## config.mk

```make
export PLATFORM = sky130hd
export DESIGN_NAME = fpu_altinp_arb_flat
export DESIGN_NICKNAME = d
export VERILOG_FILES = /design/src/rtl/fpu_altinp_arb_if.sv /design/src/rtl/fpu_altinp_arb.sv /design/src/flat_wrapper.sv
export SDC_FILE = /design/constraint.sdc
export NUM_CORES = 1
export LEC_CHECK = 0
export ABC_AREA = 0
export CORE_MARGIN = 3
export CORE_UTILIZATION = 55
export DETAILED_ROUTE_END_ITERATION = 10
export PLACE_DENSITY = 0.81
export SLEW_MARGIN = 40
export SYNTH_ARGS = -nofsm -noshare
export SYNTH_HDL_FRONTEND = slang
export SYNTH_SLANG_ARGS = --single-unit
export TNS_END_PERCENT = 20
```

## constraint.sdc

```tcl
create_clock -name clk -period 4.3 [get_ports clk]
set_input_delay 1.29 -clock clk [delete_from_list [all_inputs] [get_ports clk]]
set_output_delay 1.29 -clock clk [all_outputs]
set_load 0.02 [all_outputs]
```

## src/rtl/fpu_altinp_arb_if.sv

```systemverilog
// fpu_altinp_arb_if: producer pushes, lane hold/flush and ALTDATA outputs of the alt-input arbiter
interface fpu_altinp_arb_if #(parameter int WIDTH = 68);
  logic src0_valid, src1_valid, src2_valid;
  logic [WIDTH-1:0] src0_data, src1_data, src2_data;
  logic src0_ready, src1_ready, src2_ready;
  logic hold, flush;
  logic [1:0] ALT_INP;
  logic [WIDTH-1:0] ALTDATA0, ALTDATA1;
  logic ovf;
  modport master (
    output src0_valid, src1_valid, src2_valid, src0_data, src1_data, src2_data, hold, flush,
    input src0_ready, src1_ready, src2_ready, ALT_INP, ALTDATA0, ALTDATA1, ovf
  );
  modport slave (
    input src0_valid, src1_valid, src2_valid, src0_data, src1_data, src2_data, hold, flush,
    output src0_ready, src1_ready, src2_ready, ALT_INP, ALTDATA0, ALTDATA1, ovf
  );
endinterface

```

## src/rtl/fpu_altinp_arb.sv

```systemverilog
// fpu_altinp_arb: three source FIFOs drained round-robin, up to two per cycle, onto ALTDATA0/1
module fpu_altinp_arb #(
  parameter int WIDTH = 68,
  parameter int DEPTH = 2
) (
  input logic clk,
  input logic rst,
  fpu_altinp_arb_if.slave bus
);
  localparam int AW = $clog2(DEPTH);
  localparam int CW = AW + 1;
  logic [2:0] valid, ready, elig, push, pop;
  logic [WIDTH-1:0] din [3];
  logic [WIDTH-1:0] head [3];
  logic [1:0] rr, p1, p2, g0, g1, last;
  logic g0v, g1v, act;
  function automatic logic [1:0] inc3(input logic [1:0] x);
    return x == 2'd2 ? 2'd0 : x + 2'd1;
  endfunction
  assign valid = {bus.src2_valid, bus.src1_valid, bus.src0_valid};
  assign din[0] = bus.src0_data;
  assign din[1] = bus.src1_data;
  assign din[2] = bus.src2_data;
  assign {bus.src2_ready, bus.src1_ready, bus.src0_ready} = ready;
  assign act = ~bus.hold & ~bus.flush;
  // priority order is rr, rr+1, rr+2; channel 1 takes the next eligible source after channel 0
  assign p1 = inc3(rr);
  assign p2 = inc3(p1);
  assign g0v = elig[rr] | elig[p1] | elig[p2];
  assign g0 = elig[rr] ? rr : elig[p1] ? p1 : p2;
  assign g1v = elig[rr] ? (elig[p1] | elig[p2]) : (elig[p1] & elig[p2]);
  assign g1 = elig[rr] & elig[p1] ? p1 : p2;
  assign last = g1v ? g1 : g0;
  for (genvar i = 0; i < 3; i++) begin : g_src
    logic [WIDTH-1:0] mem [DEPTH];
    logic [CW-1:0] cnt;
    logic [AW-1:0] wp, rp;
    assign ready[i] = cnt != CW'(DEPTH);
    assign elig[i] = cnt != '0;
    assign push[i] = valid[i] & ready[i] & ~bus.flush;
    assign pop[i] = act & ((g0v & (g0 == 2'(i))) | (g1v & (g1 == 2'(i))));
    assign head[i] = mem[rp];
    always_ff @(posedge clk)
      if (push[i]) mem[wp] <= din[i];
    always_ff @(posedge clk or negedge rst)
      if (!rst) begin
        cnt <= '0;
        wp <= '0;
        rp <= '0;
      end else if (bus.flush) begin
        cnt <= '0;
        wp <= '0;
        rp <= '0;
      end else begin
        cnt <= cnt + CW'(push[i]) - CW'(pop[i]);
        wp <= wp + AW'(push[i]);
        rp <= rp + AW'(pop[i]);
      end
  end
  always_ff @(posedge clk or negedge rst)
    if (!rst) begin
      bus.ALT_INP <= 2'b00;
      bus.ALTDATA0 <= '0;
      bus.ALTDATA1 <= '0;
      bus.ovf <= 1'b0;
      rr <= 2'd0;
    end else begin
      bus.ALT_INP <= {act & g1v, act & g0v};
      bus.ALTDATA0 <= act & g0v ? head[g0] : '0;
      bus.ALTDATA1 <= act & g1v ? head[g1] : '0;
      if (act & g0v) rr <= inc3(last);
      if (|(valid & ~ready)) bus.ovf <= 1'b1;
    end
endmodule

```

## src/flat_wrapper.sv

```systemverilog
// flat-port wrapper written by rule: the top's interface ports become plain ports
module fpu_altinp_arb_flat 
#(
  parameter int WIDTH = 68,
  parameter int DEPTH = 2
)
  (clk, rst, bus_src0_valid, bus_src1_valid, bus_src2_valid, bus_src0_data, bus_src1_data, bus_src2_data, bus_hold, bus_flush, bus_src0_ready, bus_src1_ready, bus_src2_ready, bus_ALT_INP, bus_ALTDATA0, bus_ALTDATA1, bus_ovf);
  fpu_altinp_arb_if #(.WIDTH(WIDTH)) bus_i ();
  input logic clk;
  input logic rst;
  input wire logic [$bits(bus_i.src0_valid)-1:0] bus_src0_valid;
  input wire logic [$bits(bus_i.src1_valid)-1:0] bus_src1_valid;
  input wire logic [$bits(bus_i.src2_valid)-1:0] bus_src2_valid;
  input wire logic [$bits(bus_i.src0_data)-1:0] bus_src0_data;
  input wire logic [$bits(bus_i.src1_data)-1:0] bus_src1_data;
  input wire logic [$bits(bus_i.src2_data)-1:0] bus_src2_data;
  input wire logic [$bits(bus_i.hold)-1:0] bus_hold;
  input wire logic [$bits(bus_i.flush)-1:0] bus_flush;
  output wire logic [$bits(bus_i.src0_ready)-1:0] bus_src0_ready;
  output wire logic [$bits(bus_i.src1_ready)-1:0] bus_src1_ready;
  output wire logic [$bits(bus_i.src2_ready)-1:0] bus_src2_ready;
  output wire logic [$bits(bus_i.ALT_INP)-1:0] bus_ALT_INP;
  output wire logic [$bits(bus_i.ALTDATA0)-1:0] bus_ALTDATA0;
  output wire logic [$bits(bus_i.ALTDATA1)-1:0] bus_ALTDATA1;
  output wire logic [$bits(bus_i.ovf)-1:0] bus_ovf;
  assign bus_i.src0_valid = bus_src0_valid;
  assign bus_i.src1_valid = bus_src1_valid;
  assign bus_i.src2_valid = bus_src2_valid;
  assign bus_i.src0_data = bus_src0_data;
  assign bus_i.src1_data = bus_src1_data;
  assign bus_i.src2_data = bus_src2_data;
  assign bus_i.hold = bus_hold;
  assign bus_i.flush = bus_flush;
  assign bus_src0_ready = bus_i.src0_ready;
  assign bus_src1_ready = bus_i.src1_ready;
  assign bus_src2_ready = bus_i.src2_ready;
  assign bus_ALT_INP = bus_i.ALT_INP;
  assign bus_ALTDATA0 = bus_i.ALTDATA0;
  assign bus_ALTDATA1 = bus_i.ALTDATA1;
  assign bus_ovf = bus_i.ovf;
  fpu_altinp_arb #(.WIDTH(WIDTH), .DEPTH(DEPTH)) u_core (.clk(clk), .rst(rst), .bus(bus_i));
endmodule
```

======== Word-level counts from Yosys, hierarchy flattened ========
Memory sizes are Yosys's and may differ from the RTL's.
Cells that the tools add are included.
operators by class
  add/sub/neg operators ................... 15
  magnitude comparators ................... 5
  equality and inequality tests ........... 10
  multiplexer cells ....................... 37
  bitwise gates (word level) .............. 32
  reduce and logical (&&, ||, !) cells .... 6
operator list
  operator                                             count
  2-to-1 mux 68 bit                                    6
  binary-select mux 68 bit (select 2 bit)              2
  bitwise AND 1 bit                                    20
  2-to-1 mux 2 bit                                     10
  2-to-1 mux 1 bit                                     16
  == test 2 bit (second input constant)                5
  < comparator 2 x 3 -> 1 bit (second input constant)  3
  adder 1 bit                                          6
  adder 2 x 1 -> 2 bit                                 3
  adder 2 x 1 -> 2 bit (second input constant)         3
  binary-select mux 1 bit (select 2 bit)               3
  >= comparator 3 bit (second input constant)          2
  != test 2 bit (second input constant)                3
  NOT 2 -> 3 bit                                       2
  bitwise OR 1 bit                                     6
  nonzero test 2 bit                                   3
  subtractor 2 x 1 -> 2 bit                            3
  == test 2 x 1 -> 1 bit (second input constant)       2
  logical NOT 2 bit                                    2
  bitwise AND 3 bit                                    1
  NOT 3 bit                                            1
  OR reduction 3 bit                                   1
  NOT 1 bit                                            2
storage, ports and cells
  register bits after elaboration ......... 153
  bits in writable memories ............... 408
  bits of input ports ..................... 211
  memories ................................ 3
memory list
  name                 depth  width  read ports  clocked after memory_dff  wr ports  RTL line              RTL
  u_core.g_src[0].mem  2      68     1           0                         1         fpu_altinp_arb.sv:35  logic [WIDTH-1:0] mem [DEPTH];
  u_core.g_src[1].mem  2      68     1           0                         1         fpu_altinp_arb.sv:35
  u_core.g_src[2].mem  2      68     1           0                         1         fpu_altinp_arb.sv:35

======== Logic depth before layout (Yosys ltp) ========
  word-level depth ........................ 13
  depth in mapped cells ................... 11

======== Worst setup path before layout ========
Ideal clock, no wire load.
  path kind ............................... input port to flip-flop
  start point ............................. input bus_flush
  end point ............................... memory u_core.g_src[0].mem[1][0], enable pin
  setup time .............................. 0.434 ns
  arrival ................................. 3.179 ns
  required time ........................... 3.866 ns
  setup slack ............................. 0.688 ns
  stages .................................. 3
  buffers on the path ..................... 0
  cell sequence ........................... nand3b_1 -> inv_1 -> ha_1
on the way
  cells in the longest elaborated chain, start to end .. 4
RTL lines
  element                                 RTL line              RTL
  start, declared                         flat_wrapper.sv:18    input wire logic [$bits(bus_i.flush)-1:0] bus_flush;
  NOT 1 bit                               fpu_altinp_arb.sv:40  assign push[i] = valid[i] & ready[i] & ~bus.flush;
  bitwise AND 1 bit                       fpu_altinp_arb.sv:40
  2-to-1 mux 1 bit                        fpu_altinp_arb.sv:44  if (push[i]) mem[wp] <= din[i];
  2-to-1 mux 1 bit (implied by the code)  fpu_altinp_arb.sv:44
  end, declared                           fpu_altinp_arb.sv:35
No other way between the ends.

======== Worst setup path after layout ========
  start point ............................. register u_core.g_src[0].cnt[1]
  end point ............................... output bus_src0_ready
on the way
  cells in the longest elaborated chain, start to end .. 1
RTL lines
  element                 RTL line              RTL
  start, declared         fpu_altinp_arb.sv:36  logic [CW-1:0] cnt;
  start signal, assigned  fpu_altinp_arb.sv:55  cnt <= cnt + CW'(push[i]) - CW'(pop[i]);
  != test 2 bit           fpu_altinp_arb.sv:38  assign ready[i] = cnt != CW'(DEPTH);
  end, declared           flat_wrapper.sv:19    output wire logic [$bits(bus_i.src0_ready)-1:0] bus_src0_ready;
No other way between the ends.

==> flow_summary_export.csv <==
group,metric,value,unit
synthesis,postSynthCellCount,1518,
worst_setup_path,cp_top_family,"buffers and inverters",
synthesis,yosys.cell_count.top_type,"edfxtp_1",
die,coreArea,41100,sq um
die,die-area,44300,sq um
synthesis,ys_warn_count,0,
sta,min_period,3.26,ns
synthesis,synth_area_leaders,"edfxtp_1 (53%), dfrtp_1 (17%), mux2i_1 (9.0%)",
worst_setup_path,path_cells,"nor2b_1, inv_1, clkdlybuf4s50_1",
worst_setup_path,rr_endpoint,"u_core.bus.ALTDATA1[42]",
worst_setup_path,critPathRequiredTime,3.01,ns
worst_setup_path,crit_path_end_kind,"output port",
routing,routedWlPerCell,25.7,microns
sta,relSlewSlack,44.3,%
worst_setup_path,start_kind,"flip-flop",
grt,grt_busiest_layer,"met2",
worst_setup_path,critical_path.max_fanout,6,
routing,firstDrtPassIters,6,
flow_run,max-cap-violations,0,
worst_hold_path,hold_class,"flip-flop to flip-flop",
clock_tree,cts_buffer_depth,3,
grt,gr-total-overflow,0,
die,row_count,74,
final_layout,area.growth.synth_to_final,26.5,%
routing,via_per_inst,6.10,
synthesis,synth_cell_types,47,
synthesis,synthAdderAreaFrac,0.696,%
synthesis,yosys.area.top_type,"edfxtp_1",
worst_setup_path,endpoint,"bus_src0_ready",
synthesis,synth-seq-area-share,69.9,%
synthesis,synth_compound_area_share,9.53,%
die,start_util,56.0,%
sta,setup_tns,0,ns
synthesis,netlist_area,23000,sq um
sta,rsz0062_at_grt,"no",
synthesis,ys.flop_type,"edfxtp_1",
synthesis,synth_top_family_by_area,"multiplexers",
routing,drt.antenna.violating_nets,0,
synthesis,synth_top_area_share,53.3,%
routing,drt_iter0_markers,1501,
worst_setup_path,arrival,1.97,ns
synthesis,synth_simple_gate_area_share,3.94,%
grt,grt_pass1_vias,15600,
run_status,status,"complete, no violations",
worst_setup_path,critPathBufInv,2,
place,pre_cts_ws,0.623,ns
die,die_y,211,microns
routing,finalWirelength,62600,microns
grt,gr-usage-met2,46.0,%
clock_tree,cts-resized-gates,0,
final_layout,drive_gt1_share,12.0,%
clock_tree,clkSlewWorstSetupHoldPaths,0.06,ns
die,die_width,211,microns
power,p_leak,10.9,nW
final_layout,nets,2077,
clock_tree,cts_tree,"yes",
worst_setup_path,r2r-start,"u_core.g_src[0].cnt[1]",
sta,tightest_slew,0.836,ns
clock_tree,cts_setup_buffers,0,
grt,use_met3,7.23,%
place,port_buffers,352,
worst_setup_path,path_class,"flip-flop to output port",
worst_setup_path,r2r_cells,6,
worst_setup_path,cp.depth,3,
clock_tree,root_buffer,"clkbuf_16",
sta,fin_skew,0.0215,ns
clock_tree,h-tree-depth,2,
worst_setup_path,crit_path_top_delay_cell,"clkdlybuf4s50_1",
power,vdd_ir_drop_max,359,uV
grt,grt_max_degree,80,
clock_tree,cts_hold_buf,0,
synthesis,synthMuxAreaShare,12.3,%
synthesis,syn_avg_cell_area,15.2,sq um
place,dpl.hpwl,40600,microns
grt,antenna_found_initial,9,
power,power.density,518,nW/um^2
worst_setup_path,crit_start,"u_core.g_src[0].cnt[1]",
routing,drc_errors,0,
worst_setup_path,r2r_setup_slack,1.06,ns
die,io_pins,353,
grt,grt_pass1_wl,93700,microns
worst_setup_path,crit_path_max_incr_delay,0.61,ns
sta,fin_ws,1.04,ns
sta,finalSetupViolations,0,
grt,grt_usage,28.0,%
place,gp_congestion,0.820,
grt,use_met1,36.8,%
sta,max_freq,0.307,GHz
sta,slew_violations,0,
synthesis,synth_xor_area_share,0.305,%
clock_tree,clock_sinks,561,
synthesis,async_reset_ff_share,27.3,%
synthesis,ys_top_cells_by_count,"edfxtp_1 (408), mux2i_1 (206), dfrtp_1 (153)",
sta,finalHoldViolCount,0,
sta,fin_crit_sh,75.8,%
synthesis,synth_seq_cells,561,
clock_tree,clk_latency,0.61,ns
synthesis,synth_edf_count,408,
clock_tree,cts_buffers,55,
routing,vias,14900,
synthesis,synth.net_count,1741,
worst min-delay path, delay by kind of cell, from the launching register on:
family          cells  cell delay [ns]
compound gates      1             0.04
flops               1             0.35
simple gates        1             0.06
cell type report:
| class | instances | area, sq um |
|---|---|---|
| Sequential cell | 561 | 16100 |
| Clock inverter | 24 | 255 |
| Inverter | 78 | 293 |
| Clock buffer | 80 | 1600 |
| Timing Repair Buffer | 382 | 3910 |
| Fill cell | 2660 | 12000 |
| Multi-Input combinational cell | 776 | 6290 |
| Antenna cell | 3 | 7.51 |
| Tap cell | 532 | 666 |
worst min-delay path by stage:
stage                              endpoint                  startpoint  depth (start not counted)
CTS                          u_core.bus.ovf              u_core.bus.ovf                          2
global placement             u_core.bus.ovf              u_core.bus.ovf                          2
global route                 u_core.bus.ovf              u_core.bus.ovf                          2
finish                       u_core.bus.ovf              u_core.bus.ovf                          2
floorplan           u_core.bus.ALTDATA1[66]  u_core.g_src[2].mem[0][66]                          2
detailed placement           u_core.bus.ovf              u_core.bus.ovf                          2
layout by cell type, fill, tap and decap left out, drive strengths merged, types with 4 or more instances in the layout:
master,n
o22ai,69
a21oi,8
clkdlybuf4s50,351
nand2,7
nor2,84
o21ai,77
inv,81
a22oi,69
dfrtp,153
bufinv,5
clkbuf,81
ha,12
nor3,4
xnor2,5
and2,67
mux2i,206
edfxtp,408
nor2b,6
clkinv,14
buf,30
mux2,68
o32ai,67
logic make-up after synthesis:
logic type | Yosys count
muxes | 274
AOI/OAI and AO/OA | 302
xor gates and xnor gates | 8
DFF | 561
adders and majority gates | 13
buffers and inverters | 181
and+or+nand+nor | 179
flip-flops by register name (all words and copies together) (netlist names):
name,flops
u_core.g_src.mem,408
u_core.bus.ALTDATA0,68
u_core.bus.ALTDATA1,68
u_core.g_src.cnt,6
u_core.g_src.rp,3
u_core.g_src.wp,3
u_core.bus.ALT_INP,2
u_core.rr,2
u_core.bus.ovf,1
per-layer routing:
layer / up-vias / wire [microns]
li1: 6437 / -
met1: 7390 / 23800
met2: 854 / 30700
met3: 155 / 6140
met4: 14 / 1940
met5: - / 89
per-stage QoR:
stage	instances	cell area [sq um]	hold WS, ns	power [mW]	utilization [%]
after global routing	2434	29100	0.512	15.6	70.8
final	2436	29100	0.488	15.1	70.8
after global placement	2325	27100	0.463	10.1	66.0
after CTS	2433	29100	0.483	15.1	70.8
after floorplan	1518	23000	0.508	8.74	-
after detailed placement	2329	27200	0.467	10.3	66.3
power by group:
| group | internal (mW) | leakage [nW] | switching (mW) |
|---|---|---|---|
| registers | 6.29 | 5.83 | 0.304 |
| logic | 1.49 | 4.18 | 2.12 |
| clock network | 2.88 | 0.913 | 2.01 |
(Power assumes the default switching activity.)
